<file path="src/rtl/check_scoreboard_if.sv">
// -----------------------------------------------------------------------------
// check_scoreboard_if
//   Issue/verdict stream between the instruction checker side and the
//   scoreboard.
//
//   Handshake: pcEn is a valid-only strobe (there is no ready). A word on
//   inst is taken in any cycle where pcEn=1 and the scoreboard is running.
//   OpDone is the checker's verdict for the word issued LATENCY cycles
//   earlier; it is only looked at while that word's tag is valid.
//
//   Signals
//     pcEn    : instruction issued this cycle
//     inst    : 32-bit issued instruction word
//     OpDone  : checker verdict, 1 = result matched
//   Modports
//     master  : drives the stream (checker / testbench)
//     slave   : consumes the stream (scoreboard)
// -----------------------------------------------------------------------------
interface check_scoreboard_if;
  logic        pcEn;
  logic [31:0] inst;
  logic        OpDone;

  modport master (output pcEn, output inst, output OpDone);
  modport slave  (input  pcEn, input  inst, input  OpDone);
endinterface

</file>
<file path="src/rtl/check_scoreboard.sv">
// -----------------------------------------------------------------------------
// check_scoreboard
//   Follows every issued instruction through a LATENCY-deep tag pipe, pairs it
//   with the checker's OpDone verdict and keeps saturating pass/fail/issued
//   statistics. The first failing instruction word is captured. A run is
//   controlled by start/stop; a watchdog ends the run after TIMEOUT
//   consecutive RUN cycles without an issue.
//
//   Ports
//     clk             : clock, all state on posedge
//     reset           : asynchronous, active-low reset
//     start           : IDLE/DONE -> RUN, zeroes statistics
//     stop            : RUN -> DRAIN
//     clear           : synchronous return to IDLE, statistics zeroed
//     chk_if          : issue/verdict stream (pcEn, inst, OpDone)
//     pass_cnt        : verdicts with OpDone=1
//     fail_cnt        : verdicts with OpDone=0
//     issued_cnt      : instructions accepted into the tag pipe
//     first_fail_inst : word of the first failing verdict
//     first_fail_vld  : first_fail_inst is valid
//     busy            : state is RUN or DRAIN
//     done            : state is DONE
//     timeout         : last run ended through the watchdog (sticky)
//     state_dbg       : current state encoding (0 IDLE,1 RUN,2 DRAIN,3 DONE)
// -----------------------------------------------------------------------------
module check_scoreboard #(
  parameter int LATENCY = 3,
  parameter int CNT_W   = 16,
  parameter int TIMEOUT = 64
) (
  input  logic                 clk,
  input  logic                 reset,
  input  logic                 start,
  input  logic                 stop,
  input  logic                 clear,
  check_scoreboard_if.slave    chk_if,
  output logic [CNT_W-1:0]     pass_cnt,
  output logic [CNT_W-1:0]     fail_cnt,
  output logic [CNT_W-1:0]     issued_cnt,
  output logic [31:0]          first_fail_inst,
  output logic                 first_fail_vld,
  output logic                 busy,
  output logic                 done,
  output logic                 timeout,
  output logic [1:0]           state_dbg
);

  localparam int DRN_W = $clog2(LATENCY + 1);
  localparam int IDL_W = $clog2(TIMEOUT + 1);
  localparam logic [DRN_W-1:0] DRN_LAST = DRN_W'(LATENCY - 1);
  localparam logic [IDL_W-1:0] IDL_LAST = IDL_W'(TIMEOUT - 1);
  localparam logic [CNT_W-1:0] CNT_MAX  = '1;

  typedef enum logic [1:0] {
    S_IDLE  = 2'd0,
    S_RUN   = 2'd1,
    S_DRAIN = 2'd2,
    S_DONE  = 2'd3
  } state_t;

  state_t           state_q, state_d;
  logic [LATENCY-1:0] vld_q;
  logic [31:0]      inst_q [LATENCY];
  logic [DRN_W-1:0] drain_q;
  logic [IDL_W-1:0] idle_q;

  logic start_ok;
  logic issue;
  logic verdict;
  logic wd_fire;

  always_comb begin
    start_ok = start & ((state_q == S_IDLE) | (state_q == S_DONE));
    issue    = chk_if.pcEn & (state_q == S_RUN) & ~clear;
    verdict  = vld_q[LATENCY-1] & ((state_q == S_RUN) | (state_q == S_DRAIN)) & ~clear;
    // The watchdog fires on the edge that would count the TIMEOUT-th idle
    // cycle. An explicit stop in the same cycle takes the credit instead.
    wd_fire  = (state_q == S_RUN) & ~chk_if.pcEn & (idle_q == IDL_LAST) & ~stop & ~clear;
  end

  // Next-state logic
  always_comb begin
    state_d = state_q;
    unique case (state_q)
      S_IDLE:  if (start) state_d = S_RUN;
      S_RUN:   if (stop || wd_fire) state_d = S_DRAIN;
      // No tag is loaded in DRAIN, so after LATENCY shifts the pipe is empty.
      S_DRAIN: if (drain_q == DRN_LAST) state_d = S_DONE;
      S_DONE:  if (start) state_d = S_RUN;
      default: state_d = S_IDLE;
    endcase
    if (clear) state_d = S_IDLE;
  end

  always_ff @(posedge clk or negedge reset) begin
    if (!reset) state_q <= S_IDLE;
    else        state_q <= state_d;
  end

  // Tag pipe
  always_ff @(posedge clk or negedge reset) begin
    if (!reset) begin
      vld_q <= '0;
      for (int i = 0; i < LATENCY; i++) inst_q[i] <= '0;
    end else begin
      vld_q[0]  <= issue;
      inst_q[0] <= chk_if.inst;
      for (int i = 1; i < LATENCY; i++) begin
        vld_q[i]  <= vld_q[i-1];
        inst_q[i] <= inst_q[i-1];
      end
      if (clear) vld_q <= '0;
    end
  end

  // Drain and idle counters
  always_ff @(posedge clk or negedge reset) begin
    if (!reset) begin
      drain_q <= '0;
      idle_q  <= '0;
    end else begin
      if (state_q == S_DRAIN) drain_q <= drain_q + DRN_W'(1);
      else                    drain_q <= '0;

      if (clear || start_ok || state_q != S_RUN) idle_q <= '0;
      else if (chk_if.pcEn)                      idle_q <= '0;
      else if (idle_q != IDL_LAST)               idle_q <= idle_q + IDL_W'(1);
    end
  end

  // Statistics
  always_ff @(posedge clk or negedge reset) begin
    if (!reset) begin
      pass_cnt        <= '0;
      fail_cnt        <= '0;
      issued_cnt      <= '0;
      first_fail_inst <= '0;
      first_fail_vld  <= 1'b0;
      timeout         <= 1'b0;
    end else if (clear || start_ok) begin
      pass_cnt        <= '0;
      fail_cnt        <= '0;
      issued_cnt      <= '0;
      first_fail_inst <= '0;
      first_fail_vld  <= 1'b0;
      timeout         <= 1'b0;
    end else begin
      if (issue && issued_cnt != CNT_MAX) issued_cnt <= issued_cnt + CNT_W'(1);
      if (verdict) begin
        if (chk_if.OpDone) begin
          if (pass_cnt != CNT_MAX) pass_cnt <= pass_cnt + CNT_W'(1);
        end else begin
          if (fail_cnt != CNT_MAX) fail_cnt <= fail_cnt + CNT_W'(1);
          if (!first_fail_vld) begin
            first_fail_inst <= inst_q[LATENCY-1];
            first_fail_vld  <= 1'b1;
          end
        end
      end
      if (wd_fire) timeout <= 1'b1;
    end
  end

  always_comb begin
    busy      = (state_q == S_RUN) | (state_q == S_DRAIN);
    done      = (state_q == S_DONE);
    state_dbg = state_q;
  end

endmodule

</file>
<file path="src/flat_wrapper.sv">
// flat-port wrapper written by rule: the top's interface ports become plain ports
module check_scoreboard_flat 
#(
  parameter int LATENCY = 3,
  parameter int CNT_W   = 16,
  parameter int TIMEOUT = 64
)
  (clk, reset, start, stop, clear, pass_cnt, fail_cnt, issued_cnt, first_fail_inst, first_fail_vld, busy, done, timeout, state_dbg, chk_if_pcEn, chk_if_inst, chk_if_OpDone);
  check_scoreboard_if chk_if_i ();
  input  logic clk;
  input  logic reset;
  input  logic start;
  input  logic stop;
  input  logic clear;
  output logic [CNT_W-1:0] pass_cnt;
  output logic [CNT_W-1:0] fail_cnt;
  output logic [CNT_W-1:0] issued_cnt;
  output logic [31:0] first_fail_inst;
  output logic first_fail_vld;
  output logic busy;
  output logic done;
  output logic timeout;
  output logic [1:0] state_dbg;
  input wire logic [$bits(chk_if_i.pcEn)-1:0] chk_if_pcEn;
  input wire logic [$bits(chk_if_i.inst)-1:0] chk_if_inst;
  input wire logic [$bits(chk_if_i.OpDone)-1:0] chk_if_OpDone;
  assign chk_if_i.pcEn = chk_if_pcEn;
  assign chk_if_i.inst = chk_if_inst;
  assign chk_if_i.OpDone = chk_if_OpDone;
  check_scoreboard #(.LATENCY(LATENCY), .CNT_W(CNT_W), .TIMEOUT(TIMEOUT)) u_core (.clk(clk), .reset(reset), .start(start), .stop(stop), .clear(clear), .chk_if(chk_if_i), .pass_cnt(pass_cnt), .fail_cnt(fail_cnt), .issued_cnt(issued_cnt), .first_fail_inst(first_fail_inst), .first_fail_vld(first_fail_vld), .busy(busy), .done(done), .timeout(timeout), .state_dbg(state_dbg));
endmodule
</file>
<file path="config.mk">
export PLATFORM = sky130hd
export DESIGN_NAME = check_scoreboard_flat
export DESIGN_NICKNAME = d
export VERILOG_FILES = /design/src/rtl/check_scoreboard_if.sv /design/src/rtl/check_scoreboard.sv /design/src/flat_wrapper.sv
export SDC_FILE = /design/constraint.sdc
export NUM_CORES = 1
export LEC_CHECK = 0
export CORE_MARGIN = 2
export CORE_UTILIZATION = 50
export CTS_CLUSTER_DIAMETER = 200
export DETAILED_ROUTE_END_ITERATION = 6
export GPL_ROUTABILITY_DRIVEN = 0
export PLACE_DENSITY = 0.76
export SYNTH_ARGS = -nofsm -noshare
export SYNTH_HDL_FRONTEND = slang
export SYNTH_SLANG_ARGS = --single-unit
export TNS_END_PERCENT = 50
</file>
<file path="constraint.sdc">
create_clock -name clk -period 4.45 [get_ports clk]
set_clock_uncertainty 0.15 [all_clocks]
set_input_delay 0.89 -clock clk [delete_from_list [all_inputs] [get_ports clk]]
set_output_delay 0.89 -clock clk [all_outputs]
set_load 0.01 [all_outputs]
</file>
==> run metrics, run 1 <==
outcome=finished clean; CP required=3.41 ns; root buffer cell=clkbuf_16; Die X=124 µm; detailed-route wire length=15,800 µm; CTS clk-pin slew, worst paths=0.08 ns; largest net degree at the start of global routing=96; Post-synth EDFFs=0; GRT Total Usage=20.9%; crit start category=flop; Post-Syn Nets=640; DP Cell Count=884; post-layout min period=3.19 ns; final-report setup violation count=0; worst rel slew slack=41.0%; DP HPWL=10,400 µm; total power=0.00372 W; top-count cell post-synth=dfrtp_1; drt wl/cell=17.2 µm; area grow syn2layout=28.2%; Via-to-Cell Ratio=5.77; CTS buffer count=17; vias in the first global route=5,194; CTS tree=yes; power density cells=400 nW/µm²; Commonest cells post-synth=dfrtp_1 (192), nand2_1 (73), a21oi_1 (42), nor2_1 (22), nand4_1 (20); Netlist Area Pre-Place=7250 µm²; Slowest cell on crit path=ha_1; Net Sw Frac=27.2%; GR Overflow Total=0; DRT Pass-1 Iters=5; Antenna Nets Post-Route=0; Post-Layout Cell Count=916; Syn Area/Cell=12.3 µm²; post-CTS setup buffers=0; critical path peak fanout=11; Max Freq=0.313 GHz; power share of the combinational group=10.5%; cell area after placement=8700 µm²; Antenna diodes=0; IO Count=125; Final Slew Violations=0; share of layout cells above drive strength 1=7.24%; DRT iter0 DRCs=509; Yosys top cell by area=dfrtp_1; clock sinks=192; IO Port Bufs=124; Post-synth ARST share=100%; total core area=14,400 µm²; post_cts resized=0; Die Height=124 µm; P_sw=0.00101 W; nets@finish=767; top cells by area, synth=dfrtp_1 (66%), nand2_1 (3.8%), a21oi_1 (2.9%); initial antenna violation count=0; Flop pwr share=49.4%; P_int=0.00271 W; post-synth top area share=66.2%; R2R Setup Slk=1.61 ns; later-pin clock latency in the skew report=0.43 ns; # DRC=0; register bit total from synthesis=192; unrepaired setup endpoints after global routing=no; final hold slack=0.199 ns; CTS max path bufs=2; synthesized instance count=592; Hold Vio Cnt, Final=0; H-tree Lvls=4; Die Area=15,500 µm²; number of library cell types mapped by synthesis=54; Tcrit/Tclk final=71.7%; CP Cell Sequence=inv_1, ha_1, inv_1, clkdlybuf4s50_1; Worst path most repeated cell=inv_1; row count=44; Slew @ Worst Pin=0.877 ns; Most used DFF post-synth=dfrtp_1; CP Data Arrival Time=2.15 ns; sequential fraction of the synthesis area=66.2%; Clock Power Share=40.1%; max incr delay on CP=0.56 ns; Starting Density=50.5%; final setup TNS=0 ns; P_leak=3.90 nW; crit end category=output port; via count=5,289; hold crit path type=flop to flop; max_cap viols=0; hold buffers post-CTS=0; Yosys warnings=0; worst setup path class=flop to output port; maximum vdd drop=0.299 mV; global-route wire length before repair=26,000 µm; Design Area, Final=9300 µm²
## cell families after synthesis
group / count (synthesis) / share of synthesized area (%)
fa+ha+maj: 9 / 1.55
flops: 192 / 66.2
xor+xnor: 4 / 0.483
simple gates: 211 / 16.0
compound gates: 120 / 11.1
mux: 17 / 2.36
buf+inv: 39 / 2.24
## final cells by class
type                            count  area [µm²]
Sequential cell                   192        4800
Tap cell                          184         230
Multi-Input combinational cell    361        2290
Clock buffer                       17         425
Clock inverter                     15         166
Timing Repair Buffer              132        1320
Fill cell                        1061        5070
Inverter                           15        56.3
## path summary, 6_finish.rpt
path | depth (start not counted) | from | endpoint
max in group asynchronous | 2 | reset | u_core.first_fail_inst[27]
setup / recovery | 4 | u_core.state_dbg[0] | busy
min in group asynchronous | 1 | reset | u_core.fail_cnt[8]
setup reg to reg | 6 | u_core.state_dbg[0] | u_core.pass_cnt[7]
hold / removal | 0 | u_core.inst_q[69] | u_core.inst_q[37]
hold reg to reg | 0 | u_core.inst_q[69] | u_core.inst_q[37]
## flip-flops by register name, indices dropped and copies added (netlist names)
name / cells
u_core.pass_cnt: 16
u_core.drain_q: 2
u_core.issued_cnt: 16
u_core.fail_cnt: 16
u_core.first_fail_vld: 1
u_core.inst_q: 96
u_core.first_fail_inst: 32
u_core.state_dbg: 2
u_core.vld_q: 3
u_core.timeout: 1
u_core.idle_q: 7
## per-layer routing
metal	vias to the layer above	track usage (%)	wire length, µm
met5	-	0	0
met4	0	8.06	276
met3	27	5.50	1080
met2	225	32.9	7650
met1	2633	27.9	6780
li1	2404	-	-
## layout by cell type, fill, tap and decap left out, types with 7 or more instances in the layout
cell type / synthesis / final
clkbuf_16: 0 / 17
nand3_1: 16 / 16
and3_1: 8 / 8
nand2b_1: 8 / 8
a21oi_1: 42 / 41
buf_4: 0 / 7
and4_1: 7 / 7
nand2_1: 73 / 73
o31ai_1: 8 / 8
nand4_1: 20 / 20
mux2i_1: 16 / 16
dfrtp_1: 192 / 192
or3_1: 10 / 10
a22o_1: 16 / 16
ha_1: 9 / 9
or4_1: 9 / 9
o21ai_0: 18 / 18
clkdlybuf4s50_1: 0 / 123
nor2_1: 22 / 22
inv_1: 15 / 15
## stage by stage
step | worst slack (ns) | utilization, %
3_3_place_gp | 1.02 | 60.6
3_5_place_dp | 0.958 | 60.6
5_1_grt | 1.16 | 64.7
6_report | 1.26 | 64.7
2_1_floorplan | 2.03 | -
4_1_cts | 1.26 | 64.7
## power groups by stage
| stage | Sequential [W] | Combinational [W] | Clock [W] |
|---|---|---|---|
| 3_5_place_dp | 0.00187 | 0.000389 | 0 |
| 5_1_grt | 0.00184 | 0.000430 | 0.00160 |
| 6_report | 0.00184 | 0.000390 | 0.00149 |
| 3_3_place_gp | 0.00187 | 0.000375 | 0 |
| 4_1_cts | 0.00184 | 0.000393 | 0.00152 |
| 2_1_floorplan | 0.00187 | 0.000206 | 0 |
## worst max-delay path, delay by kind of cell, from the launching register on
family	cells	cell delay (ns)
buffers and inverters	3	0.73
adders and majority gates	1	0.56
DFF	1	0.43
(Power assumes the default switching activity.)
==> run 2, diff against run 1 <==
- CORE_UTILIZATION: 50 -> 47
- PLACE_DENSITY: 0.76 -> 0.75
- clock period: 4.45 -> 2.8 ns (I/O delays scaled with it)
==> run metrics, run 2 (same netlist as run 1, synthesis figures left out) <==
later-pin clock latency in the skew report=0.42 ns; Die Area=16,400 µm²; CTS max path bufs=2; crit end category=output port; GRT Total Usage=19.8%; DRT iter0 DRCs=300; post-layout min period=2.69 ns; detailed-route wire length=15,700 µm; drt wl/cell=16.8 µm; CP required=2.09 ns; Starting Density=47.9%; Worst path most repeated cell=inv_1; multi-input gate area in the final layout=2300 µm²; H-tree Lvls=4; R2R Setup Slk=0.38 ns; outcome=finished clean; CP Cell Sequence=inv_1, ha_1, inv_1, clkdlybuf4s50_1; area grow syn2layout=30.8%; Top reg by flops=u_core.inst_q; commonest non-fill, non-tap cell in the layout=dfrtp_1; Slew @ Worst Pin=0.847 ns; max_cap viols=0; share of layout cells above drive strength 1=9.35%; final-report setup violation count=0; # DRC=0; maximum vdd drop=0.470 mV; hold crit path type=flop to flop; max incr delay on CP=0.55 ns; IO Count=125; post-CTS setup buffers=0; nets@finish=784; highest-count cells in the layout ignoring fill and taps=dfrtp_1 (191), clkdlybuf4s50_1 (123), nand2_1 (73); CTS clk-pin slew, worst paths=0.07 ns; initial antenna violation count=0; Hold Vio Cnt, Final=0; Die Height=128 µm; largest registers=u_core.inst_q (96), u_core.first_fail_inst (32); vias in the first global route=5,164; Tcrit/Tclk final=96.0%; row count=45; IO Port Bufs=124; Antenna Nets Post-Route=0; via count=5,314; Seq. cell area=4810 µm²; final setup TNS=0 ns; CTS tree=yes; FILL cells=1,085; clock sinks=192; DP HPWL=10,600 µm; P_leak=3.99 nW; Final Slew Violations=0; GR Overflow Total=0; Max Freq=0.372 GHz; global-route wire length before repair=25,600 µm; max reg flops=96; Die X=128 µm; worst rel slew slack=43.0%; Slowest cell on crit path=clkdlybuf4s50_1; worst setup path class=flop to output port; total power=0.00603 W; CP Data Arrival Time=1.98 ns; total core area=15,100 µm²; largest net degree at the start of global routing=70; DRT Pass-1 Iters=5; Via-to-Cell Ratio=5.67; CTS buffer count=17; crit start category=flop; unrepaired setup endpoints after global routing=no; critical path peak fanout=6; power density cells=636 nW/µm²; root buffer cell=clkbuf_16; Antenna diodes=0
## run 2: changes by cell type in the layout (fill, tap and decap cells not counted), moves of 2 or more
| cell | previous run | this run |
|---|---|---|
| clkinv_8 | 4 | 1 |
| buf_12 | 1 | 4 |
| buf_4 | 7 | 20 |
| clkinvlp_4 | 0 | 2 |
## run 2: what timing repair did
action | CTS | global route
hold buffers | 1 | 0
hold endpoints to repair | 24 | 0
endpoints found under the setup margin | 0 | 1
resized for setup | 0 | 1
## run 2: layer usage
| metal | wire length (µm) | up-vias | global-route usage, % | share of wire (%) |
|---|---|---|---|---|
| li1 | - | 2444 | - | - |
| met1 | 6710 | 2614 | 26.9 | 43 |
| met2 | 7800 | 222 | 32.0 | 50 |
| met3 | 951 | 34 | 4.67 | 6.1 |
| met4 | 233 | 0 | 5.88 | 1.5 |
| met5 | 0 | - | 0 | 0 |
## run 2: cell type report
| cell class | count | share of cell area, % |
|---|---|---|
| clock buffer | 18 | 4.63 |
| multi-input combinational | 361 | 24.3 |
| timing repair buffer | 149 | 15.7 |
| tap | 188 | 2.48 |
| clock inverter | 14 | 1.69 |
| sequential | 192 | 50.7 |
| inverter | 15 | 0.594 |
## run 2: critical path: cells and delay by family (launching register included)
family     cells  cell delay (ns)
buf+inv        3             0.75
flops          1             0.41
fa+ha+maj      1             0.40
## run 2: metrics by stage
| step | std cells | util, % | instance area, µm² | worst slack, ns | hold slack [ns] |
|---|---|---|---|---|---|
| after floorplan | 592 | - | 7250 | 0.376 | 0.114 |
| after global placement | 904 | 58.6 | 8870 | 0.102 | 0.181 |
| after detailed placement | 904 | 58.6 | 8870 | 0.0617 | 0.185 |
| after CTS | 937 | 62.6 | 9480 | 0.0359 | 0.198 |
| after global routing | 937 | 62.6 | 9480 | 0.0350 | 0.204 |
| final | 937 | 62.6 | 9480 | 0.111 | 0.196 |
## run 2: path summary, 6_finish.rpt
| path | startpoint | endpoint | cells after the start |
|---|---|---|---|
| worst min register to register | u_core.inst_q[60] | u_core.inst_q[28] | 0 |
| worst min-delay path | u_core.inst_q[60] | u_core.inst_q[28] | 0 |
| max in group asynchronous | reset | u_core.inst_q[79] | 3 |
| worst max register to register | u_core.state_dbg[0] | u_core.fail_cnt[5] | 7 |
| min in group asynchronous | reset | u_core.fail_cnt[0] | 2 |
| worst max-delay path | u_core.state_dbg[0] | busy | 4 |
## run 2: power by group
part	switching [W]	internal (W)	total, W
clock network	0.00112	0.00130	0.00242
logic	0.000404	0.000286	0.000690
registers	0.0000497	0.00287	0.00292
total	0.00157	0.00446	0.00603
==> run 3, diff against run 2 <==
- ABC_AREA: default -> 1
- CORE_UTILIZATION: 47 -> 48
- PLACE_DENSITY: 0.75 -> 0.76
- clock period: 2.8 -> 2.2 ns (I/O delays scaled with it)
==> run metrics, run 3 <==
worst setup path class=flop to output port; global-route wire length before repair=26,100 µm; register bit total from synthesis=192; Post-synth ARST share=100%; mux contribution to synthesized area=0%; crit start category=flop; unrepaired setup endpoints after global routing=no; Yosys warnings=0; initial antenna violation count=0; largest net degree at the start of global routing=65; P_leak=4.49 nW; Antenna diodes=0; max reg flops=96; R2R Setup Slk=0.22 ns; Synth Area in Compound Gates=5.56%; total core area=15,700 µm²; CTS clk-pin slew, worst paths=0.07 ns; Flop pwr share=46.7%; outcome=finished clean; Final Slew Violations=0; simple logic cell fraction of the synthesized area=22.3%; critical path peak fanout=6; Yosys top cell by area=dfrtp_1; CTS max path bufs=2; CP Cell Sequence=clkdlybuf4s50_1; Post-Syn Nets=829; RR Endpoint=u_core.pass_cnt[0]; post-CTS setup buffers=0; Post-synth EDFFs=0; row count=46; Top reg by flops=u_core.inst_q; CTS tree=yes; power density cells=802 nW/µm²; Top Family by Delay on Critical Path=buffers and inverters; DRT iter0 DRCs=291; detailed-route wire length=15,700 µm; root buffer cell=clkbuf_16; maximum vdd drop=0.614 mV; final hold slack=0.196 ns; commonest non-fill, non-tap cell in the layout=nand2_1; Netlist Area Pre-Place=7620 µm²; Antenna Nets Post-Route=0; top cells by area, synth=dfrtp_1 (63%), nand2_1 (9.7%), nand3_1 (4.3%); final-report setup violation count=0; total power=0.00800 W; Tcrit/Tclk final=95.1%; area share of fa/ha/maj cells after synthesis=1.48%; hold crit path type=flop to flop; clock sinks=192; highest-count cells in the layout ignoring fill and taps=nand2_1 (196), dfrtp_1 (192), clkdlybuf4s50_1 (121); P_int=0.00584 W; crit end category=output port; area grow syn2layout=30.8%; DP HPWL=10,900 µm; Most used DFF post-synth=dfrtp_1; post-synth top area share=63.0%; max incr delay on CP=0.59 ns; CP Data Arrival Time=1.50 ns; via count=5,634; Net Sw Frac=27.0%; Syn Area/Cell=9.76 µm²; later-pin clock latency in the skew report=0.43 ns; main combinational cell family by area after synthesis=simple AND/OR/NAND/NOR gates; Die Area=16,900 µm²; nets@finish=983; top-count cell post-synth=nand2_1; post-synthesis xor/xnor area fraction=2.07%; CP Buf/Inv Count=1; Hold Path End=u_core.inst_q[47]; number of library cell types mapped by synthesis=31; Clock Power Share=40.7%; worst rel slew slack=67.6%; synthesized instance count=781; Starting Density=48.5%; P_sw=0.00216 W; Hold Startpoint=u_core.inst_q[79]; Via-to-Cell Ratio=4.84; sequential fraction of the synthesis area=63.0%; drt wl/cell=13.5 µm; r2r startpoint=u_core.state_dbg[1]; share of layout cells above drive strength 1=8.33%; CP required=1.61 ns; GR Overflow Total=0; Hold Vio Cnt, Final=0; post-layout min period=2.09 ns; largest registers=u_core.inst_q (96), u_core.first_fail_inst (32); Slowest cell on crit path=clkdlybuf4s50_1; IO Count=125; DRT Pass-1 Iters=5; Slew @ Worst Pin=0.486 ns; power share of the combinational group=12.5%; Max Freq=0.478 GHz; vias in the first global route=5,380; Die Height=130 µm; Commonest cells post-synth=nand2_1 (196), dfrtp_1 (192), nor2_1 (78), inv_1 (76), nand3_1 (66); max_cap viols=0; final setup TNS=0 ns; Worst R2R Path Depth=9; Hold Path Stages=0; CTS buffer count=17; # DRC=0; H-tree Lvls=4; GRT Total Usage=20.0%; Die X=130 µm; IO Port Bufs=124
[run 3: worst max path at each step]
| stage | start | endpoint | depth (start not counted) | slack, ns |
|---|---|---|---|---|
| after global placement | clear | u_core.pass_cnt[0] | 7 | -0.00003 |
| after detailed placement | clear | u_core.pass_cnt[0] | 7 | -0.03 |
| after floorplan | u_core.state_dbg[0] | u_core.fail_cnt[6] | 10 | 0.16 |
| after global routing | u_core.pass_cnt[6] | pass_cnt[6] | 2 | 0.03 |
| final | u_core.pass_cnt[2] | pass_cnt[2] | 1 | 0.11 |
| after CTS | u_core.state_dbg[1] | busy | 3 | 0.02 |
[run 3: cells by family (layout without fill, tap and decap cells)]
logic type,after synthesis,in the layout
xor+xnor,18,18
buf+inv,99,266
flops,192,192
simple gates,391,391
fa+ha+maj,9,9
compound gates,72,72
[run 3: metrics by stage]
stage / utilization, % / setup WS [ns] / area [µm²] / std cells
2_1_floorplan: - / 0.156 / 7620 / 781
3_3_place_gp: 59.3 / -0.0000262 / 9310 / 1131
3_5_place_dp: 59.3 / -0.0296 / 9310 / 1131
4_1_cts: 63.4 / 0.0202 / 9960 / 1164
5_1_grt: 63.5 / 0.0347 / 9970 / 1164
6_report: 63.5 / 0.108 / 9970 / 1164
[run 3: area by class of cell]
type | count | area, µm²
clock buffer | 17 | 425
clock inverter | 15 | 218
fill | 1234 | 5740
inverter | 78 | 293
multi-input combinational | 490 | 2410
sequential | 192 | 4800
tap | 216 | 270
timing repair buffer | 156 | 1550
[run 3: repair_timing]
item	CTS	global route
endpoints found under the hold margin	52	0
gates resized for setup	3	1
endpoints found under the setup margin	2	3
hold buffers	1	0
pin swaps	0	0
[run 3: per-layer routing]
| metal | vias to the layer above | global-route usage (%) | wire length, µm |
|---|---|---|---|
| met5 | - | 0 | 0 |
| met4 | 0 | 5.95 | 125 |
| met3 | 9 | 6.97 | 891 |
| met2 | 129 | 32.4 | 7670 |
| met1 | 2687 | 25.8 | 7050 |
| li1 | 2809 | - | - |
[run 3: power groups by stage]
stage | Combinational (W) | Sequential (W) | Clock (W)
floorplan | 0.000483 | 0.00383 | 0
global placement | 0.000989 | 0.00380 | 0
detailed placement | 0.00100 | 0.00381 | 0
CTS | 0.000997 | 0.00374 | 0.00332
global route | 0.00112 | 0.00375 | 0.00348
finish | 0.00100 | 0.00374 | 0.00326
